[src/rtl/util_adc_timestamp_insert_pkg.sv]
// Shared types and default widths for the ADC timestamp inserter.
package util_adc_timestamp_insert_pkg;

    typedef enum logic [1:0] {
        IDLE = 2'd0,
        RUN  = 2'd1,
        HOLD = 2'd2
    } state_t;

    localparam int DEFAULT_DATA_WIDTH      = 64;
    localparam int DEFAULT_TIMESTAMP_WIDTH = 64;
    localparam int EVERY_WIDTH             = 32;

endpackage

[src/rtl/util_adc_timestamp_insert.sv]
// ADC receive-path timestamp inserter: emits one zero-extended timestamp
// word ahead of every timestamp_every-th packed record on the way to the
// RX DMA. Optional build macro UTIL_ADC_TIMESTAMP_INSERT_DROP_EN makes the
// block never stall the ADC; records that cannot be stored are dropped,
// flagged on overflow, and the next stored record opens a new block.
// DATA_WIDTH must be at least TIMESTAMP_WIDTH.
module util_adc_timestamp_insert
    import util_adc_timestamp_insert_pkg::*;
#(
    parameter int DATA_WIDTH      = DEFAULT_DATA_WIDTH,
    parameter int TIMESTAMP_WIDTH = DEFAULT_TIMESTAMP_WIDTH
) (
    input  logic                       adc_clk,
    input  logic                       resetn,
    input  logic [TIMESTAMP_WIDTH-1:0] timestamp,
    input  logic [EVERY_WIDTH-1:0]     timestamp_every,
    input  logic                       xfer_req,
    input  logic                       s_axis_valid,
    output logic                       s_axis_ready,
    input  logic [DATA_WIDTH-1:0]      s_axis_data,
    output logic                       m_axis_valid,
    input  logic                       m_axis_ready,
    output logic [DATA_WIDTH-1:0]      m_axis_data,
    output logic                       overflow
);

    state_t                 state;
    state_t                 state_d;
    logic                   drain_q;
    logic [EVERY_WIDTH-1:0] ts_every_q;
    logic [EVERY_WIDTH-1:0] rec_cnt;
    logic [DATA_WIDTH-1:0]  out_data;
    logic [DATA_WIDTH-1:0]  hold_data;
    logic                   out_valid;
    logic [DATA_WIDTH-1:0]  ts_ext;

    logic                   out_fire;
    logic                   out_free;
    logic                   stopping;
    logic                   block_first;
    logic                   ready_int;
    logic                   store;
`ifdef UTIL_ADC_TIMESTAMP_INSERT_DROP_EN
    logic                   drop;
    logic                   overflow_q;
`endif

    assign ts_ext      = DATA_WIDTH'(timestamp);
    assign out_fire    = out_valid && m_axis_ready;
    // The output register is free this cycle if it is empty or being emptied.
    assign out_free    = !out_valid || m_axis_ready;
    // Once xfer_req has fallen we only drain, even if it rises again early.
    assign stopping    = drain_q || !xfer_req;
    assign block_first = (ts_every_q != '0) && (rec_cnt == '0);

    assign s_axis_ready = resetn && ready_int;
    assign m_axis_valid = out_valid;
    assign m_axis_data  = out_data;

    // Next-state and input-acceptance decode.
    always_comb begin
        // NOTE: every output of this block gets a default first, so no path
        // through the case statement can leave one unassigned and infer a latch.
        state_d   = state;
        ready_int = 1'b0;
        store     = 1'b0;
`ifdef UTIL_ADC_TIMESTAMP_INSERT_DROP_EN
        drop      = 1'b0;
`endif
        case (state)
            IDLE: begin
                ready_int = 1'b1;
                if (xfer_req) state_d = RUN;
            end
            RUN: begin
                if (!stopping) begin
`ifdef UTIL_ADC_TIMESTAMP_INSERT_DROP_EN
                    ready_int = 1'b1;
                    drop      = s_axis_valid && !out_free;
`else
                    ready_int = out_free;
`endif
                    store = s_axis_valid && out_free;
                    if (store && block_first) state_d = HOLD;
                end else if (out_free) begin
                    state_d = IDLE;
                end
            end
            HOLD: begin
`ifdef UTIL_ADC_TIMESTAMP_INSERT_DROP_EN
                ready_int = !stopping;
                drop      = s_axis_valid && !stopping;
`endif
                if (out_fire) state_d = RUN;
            end
            default: state_d = IDLE;
        endcase
    end

    // State register.
    always_ff @(posedge adc_clk or negedge resetn) begin
        // NOTE: sequential state uses non-blocking assignments only, so every
        // register in the design samples pre-edge values.
        if (!resetn) state <= IDLE;
        else         state <= state_d;
    end

    // Transfer bookkeeping: block size snapshot, drain flag, record counter.
    always_ff @(posedge adc_clk or negedge resetn) begin
        if (!resetn) begin
            ts_every_q <= '0;
            drain_q    <= 1'b0;
            rec_cnt    <= '0;
        end else begin
            if (state == IDLE && xfer_req) ts_every_q <= timestamp_every;

            if (state_d == IDLE)                  drain_q <= 1'b0;
            else if (state != IDLE && !xfer_req)  drain_q <= 1'b1;

            if (state == IDLE) begin
                rec_cnt <= '0;
            end else if (store && ts_every_q != '0) begin
                rec_cnt <= (rec_cnt + 1'b1 == ts_every_q) ? '0 : rec_cnt + 1'b1;
`ifdef UTIL_ADC_TIMESTAMP_INSERT_DROP_EN
            end else if (drop) begin
                rec_cnt <= '0;
`endif
            end
        end
    end

    // Output stage and hold register: timestamp goes out first, record waits.
    always_ff @(posedge adc_clk or negedge resetn) begin
        if (!resetn) begin
            out_valid <= 1'b0;
            out_data  <= '0;
            hold_data <= '0;
        end else if (store) begin
            out_valid <= 1'b1;
            if (block_first) begin
                out_data  <= ts_ext;
                hold_data <= s_axis_data;
            end else begin
                out_data  <= s_axis_data;
            end
        end else if (state == HOLD && out_fire) begin
            out_data <= hold_data;
        end else if (out_fire) begin
            out_valid <= 1'b0;
        end
    end

`ifdef UTIL_ADC_TIMESTAMP_INSERT_DROP_EN
    // One overflow pulse per dropped record.
    always_ff @(posedge adc_clk or negedge resetn) begin
        if (!resetn) overflow_q <= 1'b0;
        else         overflow_q <= drop;
    end

    assign overflow = overflow_q;
`else
    assign overflow = 1'b0;
`endif

endmodule

[config.mk]
export PLATFORM = sky130hd
export DESIGN_NAME = util_adc_timestamp_insert
export DESIGN_NICKNAME = d
export VERILOG_FILES = /design/src/rtl/util_adc_timestamp_insert_pkg.sv /design/src/rtl/util_adc_timestamp_insert.sv
export SDC_FILE = /design/constraint.sdc
export NUM_CORES = 1
export LEC_CHECK = 0
export BUFFER_PORTS_ARGS = -buffer_cell sky130_fd_sc_hd__buf_2
export CAP_MARGIN = 20
export CORE_MARGIN = 3
export CORE_UTILIZATION = 35
export DETAILED_ROUTE_END_ITERATION = 16
export HOLD_SLACK_MARGIN = 0.02
export SLEW_MARGIN = 20
export SYNTH_ARGS = -nofsm -noshare
export SYNTH_HDL_FRONTEND = slang
export SYNTH_SLANG_ARGS = --single-unit
[constraint.sdc]
create_clock -name adc_clk -period 6.1 [get_ports adc_clk]
set_clock_uncertainty 0.2 [all_clocks]
set_input_delay 0.305 -clock adc_clk [delete_from_list [all_inputs] [get_ports adc_clk]]
set_output_delay 0.305 -clock adc_clk [all_outputs]
set_load 0.02 [all_outputs]
== Word level (Yosys, flattened, before mapping) ==
Index checks and enable logic that the tools add are counted.
Widths: inputs -> output; s select.

* Output and inout bits: 67
* Input bits: 165
* Register bits after elaboration: 196
* Logic and storage cells: 57

* Add/subtract/negate cells: 1
* Reduce and logical (&&, ||, !) cells: 24
* Equality and inequality tests: 4
* Muxes and demuxes: 21

{| class="wikitable"
|+ Operators by type and width
! kind !! number
|-
| $mux 64 || 3
|-
| $mux 32 || 3
|-
| $add 32x1->32 const B || 1
|-
| $eq 32x32->1 || 1
|-
| $logic_not 32->1 || 1
|-
| $reduce_bool 32->1 || 1
|-
| $mux 2 || 5
|-
| $reduce_bool 2->1 || 5
|-
| $logic_and 1x1->1 || 9
|-
| $mux 1 || 8
|-
| $pmux 2 s3 || 1
|-
| $logic_not 2->1 || 2
|-
| $reduce_and 2->1 || 2
|-
| $eq 2x1->1 const B || 1
|-
| $eq 2x2->1 const B || 1
|-
| $logic_not 1->1 || 2
|-
| $logic_or 1x1->1 || 2
|-
| $ne 2x2->1 const B || 1
|-
| $pmux 1 s2 || 1
|}

== Longest topological paths before layout ==
Gate-level depths: netlist (run 1).

* Depth in word-level cells: 9
* Gate-level depth with buffers: 11

== Worst setup path before layout (run 1) ==
OpenSTA, ideal clock, no wires.

* Path kind: register -> register
* From: reg rec_cnt[0]
* To: reg rec_cnt[15]
* Slack: 3.037 ns
* Stages on the path, launching flop included: 11
* Path buffers: 1
* Arrival: 2.718 ns
* Setup time: 0.145 ns
* Cells stage by stage: dfrtp_1 ha_1 nand3_2 or3_4 nor4_4 xnor2_1 nor4_2 nand4_4 nor3_4 buf_6 nor4_1

* Word-level cells in the longest chain between the ends: 5

{| class="wikitable"
|+ RTL lines
! element !! RTL line !! RTL
|-
| start: declaration || util_adc_timestamp_insert.sv:31 || <nowiki>logic [EVERY_WIDTH-1:0] rec_cnt;</nowiki>
|-
| start signal: assignment || util_adc_timestamp_insert.sv:123 || <nowiki>rec_cnt <= (rec_cnt + 1'b1 == ts_every_q) ? '0 : rec_cnt + 1'b1;</nowiki>
|-
| $add 32x1->32 * || util_adc_timestamp_insert.sv:123 ||
|-
| $eq 32x32->1 || util_adc_timestamp_insert.sv:123 ||
|-
| $mux 32 * || util_adc_timestamp_insert.sv:123 ||
|-
| $mux 32 * || util_adc_timestamp_insert.sv:122 || <nowiki>end else if (store && ts_every_q != '0) begin</nowiki>
|-
| $mux 32 * || util_adc_timestamp_insert.sv:120 || <nowiki>if (state == IDLE) begin</nowiki>
|}

Mark *: on every way between the ends. The rest lies on a longest branch, timed or not. The select of a mux whose other input is x is not followed.
A chain may end at the register's enable or synchronous reset.

== Worst setup path in the final report (run 1) ==
* From: reg rec_cnt[4]
* To: reg rec_cnt[2]

* Word-level cells in the longest chain between the ends: 5

{| class="wikitable"
|+ RTL lines
! element !! RTL line
|-
| $add 32x1->32 || util_adc_timestamp_insert.sv:123
|-
| $eq 32x32->1 || util_adc_timestamp_insert.sv:123
|-
| $mux 32 || util_adc_timestamp_insert.sv:123
|-
| $mux 32 || util_adc_timestamp_insert.sv:122
|-
| $mux 32 || util_adc_timestamp_insert.sv:120
|}

No other way between the ends. The select of a mux whose other input is x is not followed.

==> results of run 1 <==
==> metal layers <==
| layer | share of wire [%] | track usage, % | wire length [um] |
|---|---|---|---|
| met1 | 42 | 26.32 | 13200 |
| met2 | 49 | 33.30 | 15340 |
| met3 | 6.7 | 4.762 | 2098 |
| met4 | 2.8 | 7.234 | 898 |
| met5 | 0 | 0 | 0 |
==> power by group through the flow <==
stage | registers (mW) | clock network (mW) | logic (mW)
final | 2.24 | 1.19 | 2.25
after global routing | 2.32 | 1.27 | 2.47
after global placement | 2.25 | 0 | 2.15
after detailed placement | 2.26 | 0 | 2.19
after floorplan | 2.39 | 0 | 1.29
after CTS | 2.24 | 1.22 | 2.27
==> registers in the layout, summed over array words and instances, names as in the netlist <==
register	flops
drain_q	1
state	2
rec_cnt	32
m_axis_valid	1
ts_every_q	32
m_axis_data	64
hold_data	64
==> worst max-delay path, delay by kind of cell, from the launching register on <==
family / cells / cell delay [ns]
simple gates: 6 / 2.99
flops: 1 / 0.51
xor+xnor: 1 / 0.26
compound gates: 1 / 0.15
==> per-stage QoR <==
step	instance area [um2]	setup WS (ns)	util [%]	hold slack, ns	power [mW]
after floorplan	10200	3.037	-	-0.1906	3.681
after global placement	11630	1.823	41.18	0.2591	4.409
after detailed placement	11630	1.769	41.18	0.2654	4.446
after CTS	13870	1.730	49.11	0.02831	5.733
after global routing	13870	1.405	49.11	0.03596	6.052
final	13880	1.800	49.14	0.03717	5.685
==> cells in the mapped netlist (all sizes together) (14+ instances only) <==
| master | n |
|---|---|
| a22oi | 28 |
| buf | 15 |
| xor2 | 14 |
| mux2 | 94 |
| a211oi | 46 |
| o21ai | 36 |
| and2 | 50 |
| a31oi | 46 |
| and3 | 18 |
| nor2 | 35 |
| dfrtp | 196 |
| mux2i | 24 |
| nand3 | 14 |
| clkbuf | 61 |
| nand4 | 18 |
| nor4 | 40 |
| nand2 | 119 |
| a21oi | 28 |
| nor3 | 14 |
| xnor2 | 27 |
==> final timing paths <==
path	start	end	slack (ns)	depth (start not counted)
max	rec_cnt[4]	rec_cnt[2]	1.80	8
min	timestamp[35]	m_axis_data[35]	0.04	3
max reg2reg	rec_cnt[4]	rec_cnt[2]	1.80	8
min reg2reg	m_axis_data[51]	m_axis_data[51]	0.31	2
max in group asynchronous	resetn	rec_cnt[13]	4.14	3
min in group asynchronous	resetn	rec_cnt[28]	0.33	2
==> cell families after synthesis <==
logic type,count (synthesis),share of synthesized area [%]
buf+inv,85,3.410
xor+xnor,43,3.974
simple gates,346,18.36
flops,196,48.08
mux,118,12.73
other cells,1,0.03676
compound gates,206,13.16
fa+ha+maj,2,0.2453
==> layout make-up <==
cell class / count / area, um2
fill: 2592 / 14360
multi-input combinational: 716 / 4976
sequential: 196 / 4905
timing repair buffer: 402 / 2854
tap: 378 / 473.0
clock buffer: 18 / 439.2
clock inverter: 14 / 187.7
inverter: 9 / 33.78
antenna: 3 / 7.507
==> repair_timing <==
action	CTS	global route
gates resized for setup	0	0
hold buffers	161	0
endpoints found under the setup margin	0	0
hold endpoints to repair	251	0
==> results.json, run 1 <==
{
  "finalMaxSlewViolations": 0,
  "viasPerCell": 5.328,
  "hp-class": "input port to flip-flop",
  "crit_chain": "nand4_2 -> nor4_1 -> and2_1 -> nand3_1 -> xor3_1 -> nand4_2 -> nor3_4 -> a2111oi_0",
  "cts-root-buf": "clkbuf_16",
  "grtUsageTotal_pct": 20.29,
  "cts_made_buffers": 17,
  "fmax_mhz": 232.6,
  "synth_top_flop_cell": "dfrtp_1",
  "coreArea_mm2": 0.02824,
  "cts_tree": "done",
  "postRouteAntennaNets": 0,
  "critical_path_class": "flip-flop to flip-flop",
  "wire_per_inst_um": 18.17,
  "gp_congestion": 0.9064,
  "overflow": 0,
  "synth-seq-area-share_pct": 48.08,
  "num_vias": 9249,
  "cts_sinks": 196,
  "sw_frac_of_total_pct": 39.44,
  "cp_slowest_stage_delay_ns": 0.98,
  "final_common_cell": "buf_2",
  "end_kind": "flip-flop",
  "die_y_um": 176.7,
  "avgSynthCellArea_um2": 10.23,
  "crit_path_top_delay_cell": "nor4_1",
  "die-area_mm2": 0.03123,
  "peakVddDrop_mv": 0.2601,
  "synthesis.nets": 1164,
  "synthTopCellsByArea": "dfrtp_1 (48%), mux2_2 (10%), nand2_1 (4.4%)",
  "clock_power_share_pct": 21.0,
  "yosysWarnings": 0,
  "status": "completed",
  "power_density_mw_per_mm2": 409.7,
  "rows": 61,
  "syn_to_final_growth_pct": 36.02,
  "stdcell_count": 1736,
  "die_w_um": 176.7,
  "synth_edf_count": 0,
  "yosysTopAreaCell": "dfrtp_1",
  "intPower_mw": 3.443,
  "maxCapViolations": 0,
  "crit_fanout": 23,
  "finalCritPeriodShare_pct": 70.49,
  "crit_top_cell": "nand4_2",
  "portBuffers": 230,
  "synth_area_mm2": 0.01020,
  "antenna_found_initial": 0,
  "post-cts-setup-buffers": 0,
  "netlist_instances": 997,
  "synth_seq_cells": 196,
  "grt_pass1_vias": 9154,
  "dpl.cell_count": 1540,
  "clk_pin_slew_ns": 0.09,
  "grt_max_degree": 94,
  "worst_slew_pin_slew_ns": 1.090,
  "drive_above_1_share_pct": 28.71,
  "fin_tns_setup_ns": 0,
  "cp_data_arrival_time_ns": 4.36,
  "mostFrequentLayoutCells": "buf_2 (229), dfrtp_1 (196), dlygate4sd3_1 (161)",
  "synth.distinct_cells": 65,
  "hpwl_mm": 20.33,
  "leakage_nw": 6.056,
  "slew_headroom_pct": 27.36,
  "grt_pass1_wl_mm": 50.45,
  "p_switching_mw": 2.242,
  "drt_iter0_drc": 624,
  "cts_max_level": 4,
  "final_nets": 1509,
  "io_pins": 232,
  "firstDrtPassIters": 6,
  "cts_buffer_depth": 2,
  "initial_core_util_pct": 36.12,
  "period_needed_ns": 4.300,
  "drt_wl_total_mm": 31.54,
  "required_ns": 6.16,
  "worst_setup_path_start_kind": "flip-flop",
  "drc": 0,
  "power_frac_comb_pct": 39.6,
  "hold_viol": 0,
  "async_flop_share_pct": 100.0,
  "p_seq_share_pct": 39.5,
  "finalSetupViolations": 0,
  "rsz0062_at_grt": "no",
  "synth_top_area_share_pct": 48.08,
  "clk_latency_ns": 0.44
}
Note: power is estimated with default switching activity, not from simulation.
==> run 2: changes to the inputs <==
clock period = 4.2 ns   (was 6.1 ns; I/O delays follow)
==> run 2 against run 1 <==
  * Sequential share of layout area is 0.28 points lower
  * Global-route usage is 0.40 points higher
  * Fmax is 19% higher
  * Non-clock buffer count is 9 higher
==> results.json, run 2 (synthesis gave the netlist of run 1 again) <==
{
  "status": "completed",
  "cts_buffer_depth": 2,
  "cts_made_buffers": 17,
  "peakVddDrop_mv": 0.4206,
  "critical_path_class": "flip-flop to flip-flop",
  "dpl.cell_count": 1546,
  "grtUsageTotal_pct": 20.69,
  "finalCritPeriodShare_pct": 86.17,
  "maxCapViolations": 0,
  "initial_core_util_pct": 36.12,
  "die_y_um": 176.7,
  "required_ns": 4.30,
  "crit_fanout": 23,
  "viasPerCell": 5.325,
  "reg2reg_to": "rec_cnt[11]",
  "worst_setup_path_start_kind": "flip-flop",
  "clk_latency_ns": 0.45,
  "nFillCells": 2624,
  "die_w_um": 176.7,
  "slew_headroom_pct": 43.34,
  "cp_data_arrival_time_ns": 3.72,
  "drc": 0,
  "hold_viol": 0,
  "cts-root-buf": "clkbuf_16",
  "rr_worst_depth": 10,
  "r2r_slack_ns": 0.58,
  "overflow": 0,
  "gp_congestion": 0.8918,
  "num_vias": 9286,
  "syn_to_final_growth_pct": 37.13,
  "clk_pin_slew_ns": 0.07,
  "hp-class": "input port to asynchronous set/reset pin",
  "worst_slew_pin_slew_ns": 0.8499,
  "hpwl_mm": 20.04,
  "fmax_mhz": 276.3,
  "drt_wl_total_mm": 31.87,
  "crit_path_top_delay_cell": "or3_4",
  "fin_tns_setup_ns": 0,
  "postRouteAntennaNets": 0,
  "final_nets": 1518,
  "period_needed_ns": 3.619,
  "drive_above_1_share_pct": 28.96,
  "io_pins": 232,
  "power_density_mw_per_mm2": 593.5,
  "die-area_mm2": 0.03123,
  "cts_max_level": 4,
  "portBuffers": 230,
  "grt_pass1_wl_mm": 51.74,
  "firstDrtPassIters": 6,
  "grt_util_met2_pct": 35.49,
  "cts_sinks": 196,
  "cp_slowest_stage_delay_ns": 0.50,
  "rsz0062_at_grt": "no",
  "finalPower_mw": 8.302,
  "antenna_found_initial": 1,
  "rows": 61,
  "cts_resized": 0,
  "drt_iter0_drc": 428,
  "final_common_cell": "buf_2",
  "finalMaxSlewViolations": 0,
  "stdcell_count": 1744,
  "crit_chain": "ha_1 -> nand3_2 -> or3_4 -> nor4_4 -> xnor2_1 -> nor4_2 -> nand4_4 -> nor3_4 -> buf_4 -> nor4_1",
  "mostFrequentLayoutCells": "buf_2 (229), dfrtp_1 (196), dlygate4sd3_1 (164)",
  "post-cts-setup-buffers": 0,
  "busiest_layer": "met2",
  "gr-usage-met1_pct": 24.81,
  "wire_per_inst_um": 18.27,
  "grt_max_degree": 108,
  "cts_tree": "done",
  "rr_startpoint": "rec_cnt[0]",
  "use_met3_pct": 5.363,
  "coreArea_mm2": 0.02824,
  "grt_pass1_vias": 9912,
  "end_kind": "flip-flop",
  "finalSetupViolations": 0,
  "leakage_nw": 6.115
}
run 2: final cells by class:
class	count	area [um2]	area share (%)
multi-input combinational	716	4976	35.57
antenna	2	5.005	0.03578
inverter	9	33.78	0.2415
tap	378	473.0	3.381
clock inverter	14	190.2	1.360
timing repair buffer	411	2967	21.21
sequential	196	4905	35.06
clock buffer	18	439.2	3.140
run 2: metrics by stage:
stage               util (%)  cell area [um2]  worst slack, ns  hold WS [ns]
finish                 49.53            13990           0.5808        0.1748
global placement       41.48            11710           0.6895        0.1462
global route           49.53            13990           0.3498        0.2492
CTS                    49.52            13980           0.6160        0.2281
detailed placement     41.48            11710           0.6217        0.1413
floorplan                  -            10200            1.137       -0.2856
run 2: critical path, delay by kind of cell (launching register included):
| kind | cells | cell delay, ns |
|---|---|---|
| xor gates and xnor gates | 1 | 0.13 |
| adders and majority gates | 1 | 0.26 |
| buffers and inverters | 1 | 0.32 |
| DFF | 1 | 0.45 |
| and+or+nand+nor | 7 | 2.08 |
run 2: worst max-delay path by stage:
stage | end | slack [ns] | startpoint | cells after the start
floorplan | rec_cnt[15] | 1.14 | rec_cnt[0] | 10
global placement | rec_cnt[2] | 0.69 | rec_cnt[0] | 10
detailed placement | rec_cnt[2] | 0.62 | rec_cnt[0] | 10
CTS | rec_cnt[2] | 0.62 | rec_cnt[0] | 10
global route | rec_cnt[2] | 0.35 | rec_cnt[0] | 10
finish | rec_cnt[11] | 0.58 | rec_cnt[0] | 10
run 2: timing repair:
| item | CTS | global route |
|---|---|---|
| hold endpoints to repair | 254 | 0 |
| hold buffers | 164 | 0 |
| endpoints found under the setup margin | 0 | 0 |
run 2: where the power goes:
| group | leakage [nW] | switching, mW | internal, mW |
|---|---|---|---|
| clock | 0.304 | 0.882 | 0.840 |
| sequential | 2.40 | 0.576 | 2.68 |
| combinational | 3.41 | 1.82 | 1.50 |
run 2: per-layer routing:
metal | routed length [um] | part of all wire, %
met1 | 13010 | 41
met3 | 1920 | 6.0
met2 | 15750 | 49
met4 | 1192 | 3.7
met5 | 0 | 0
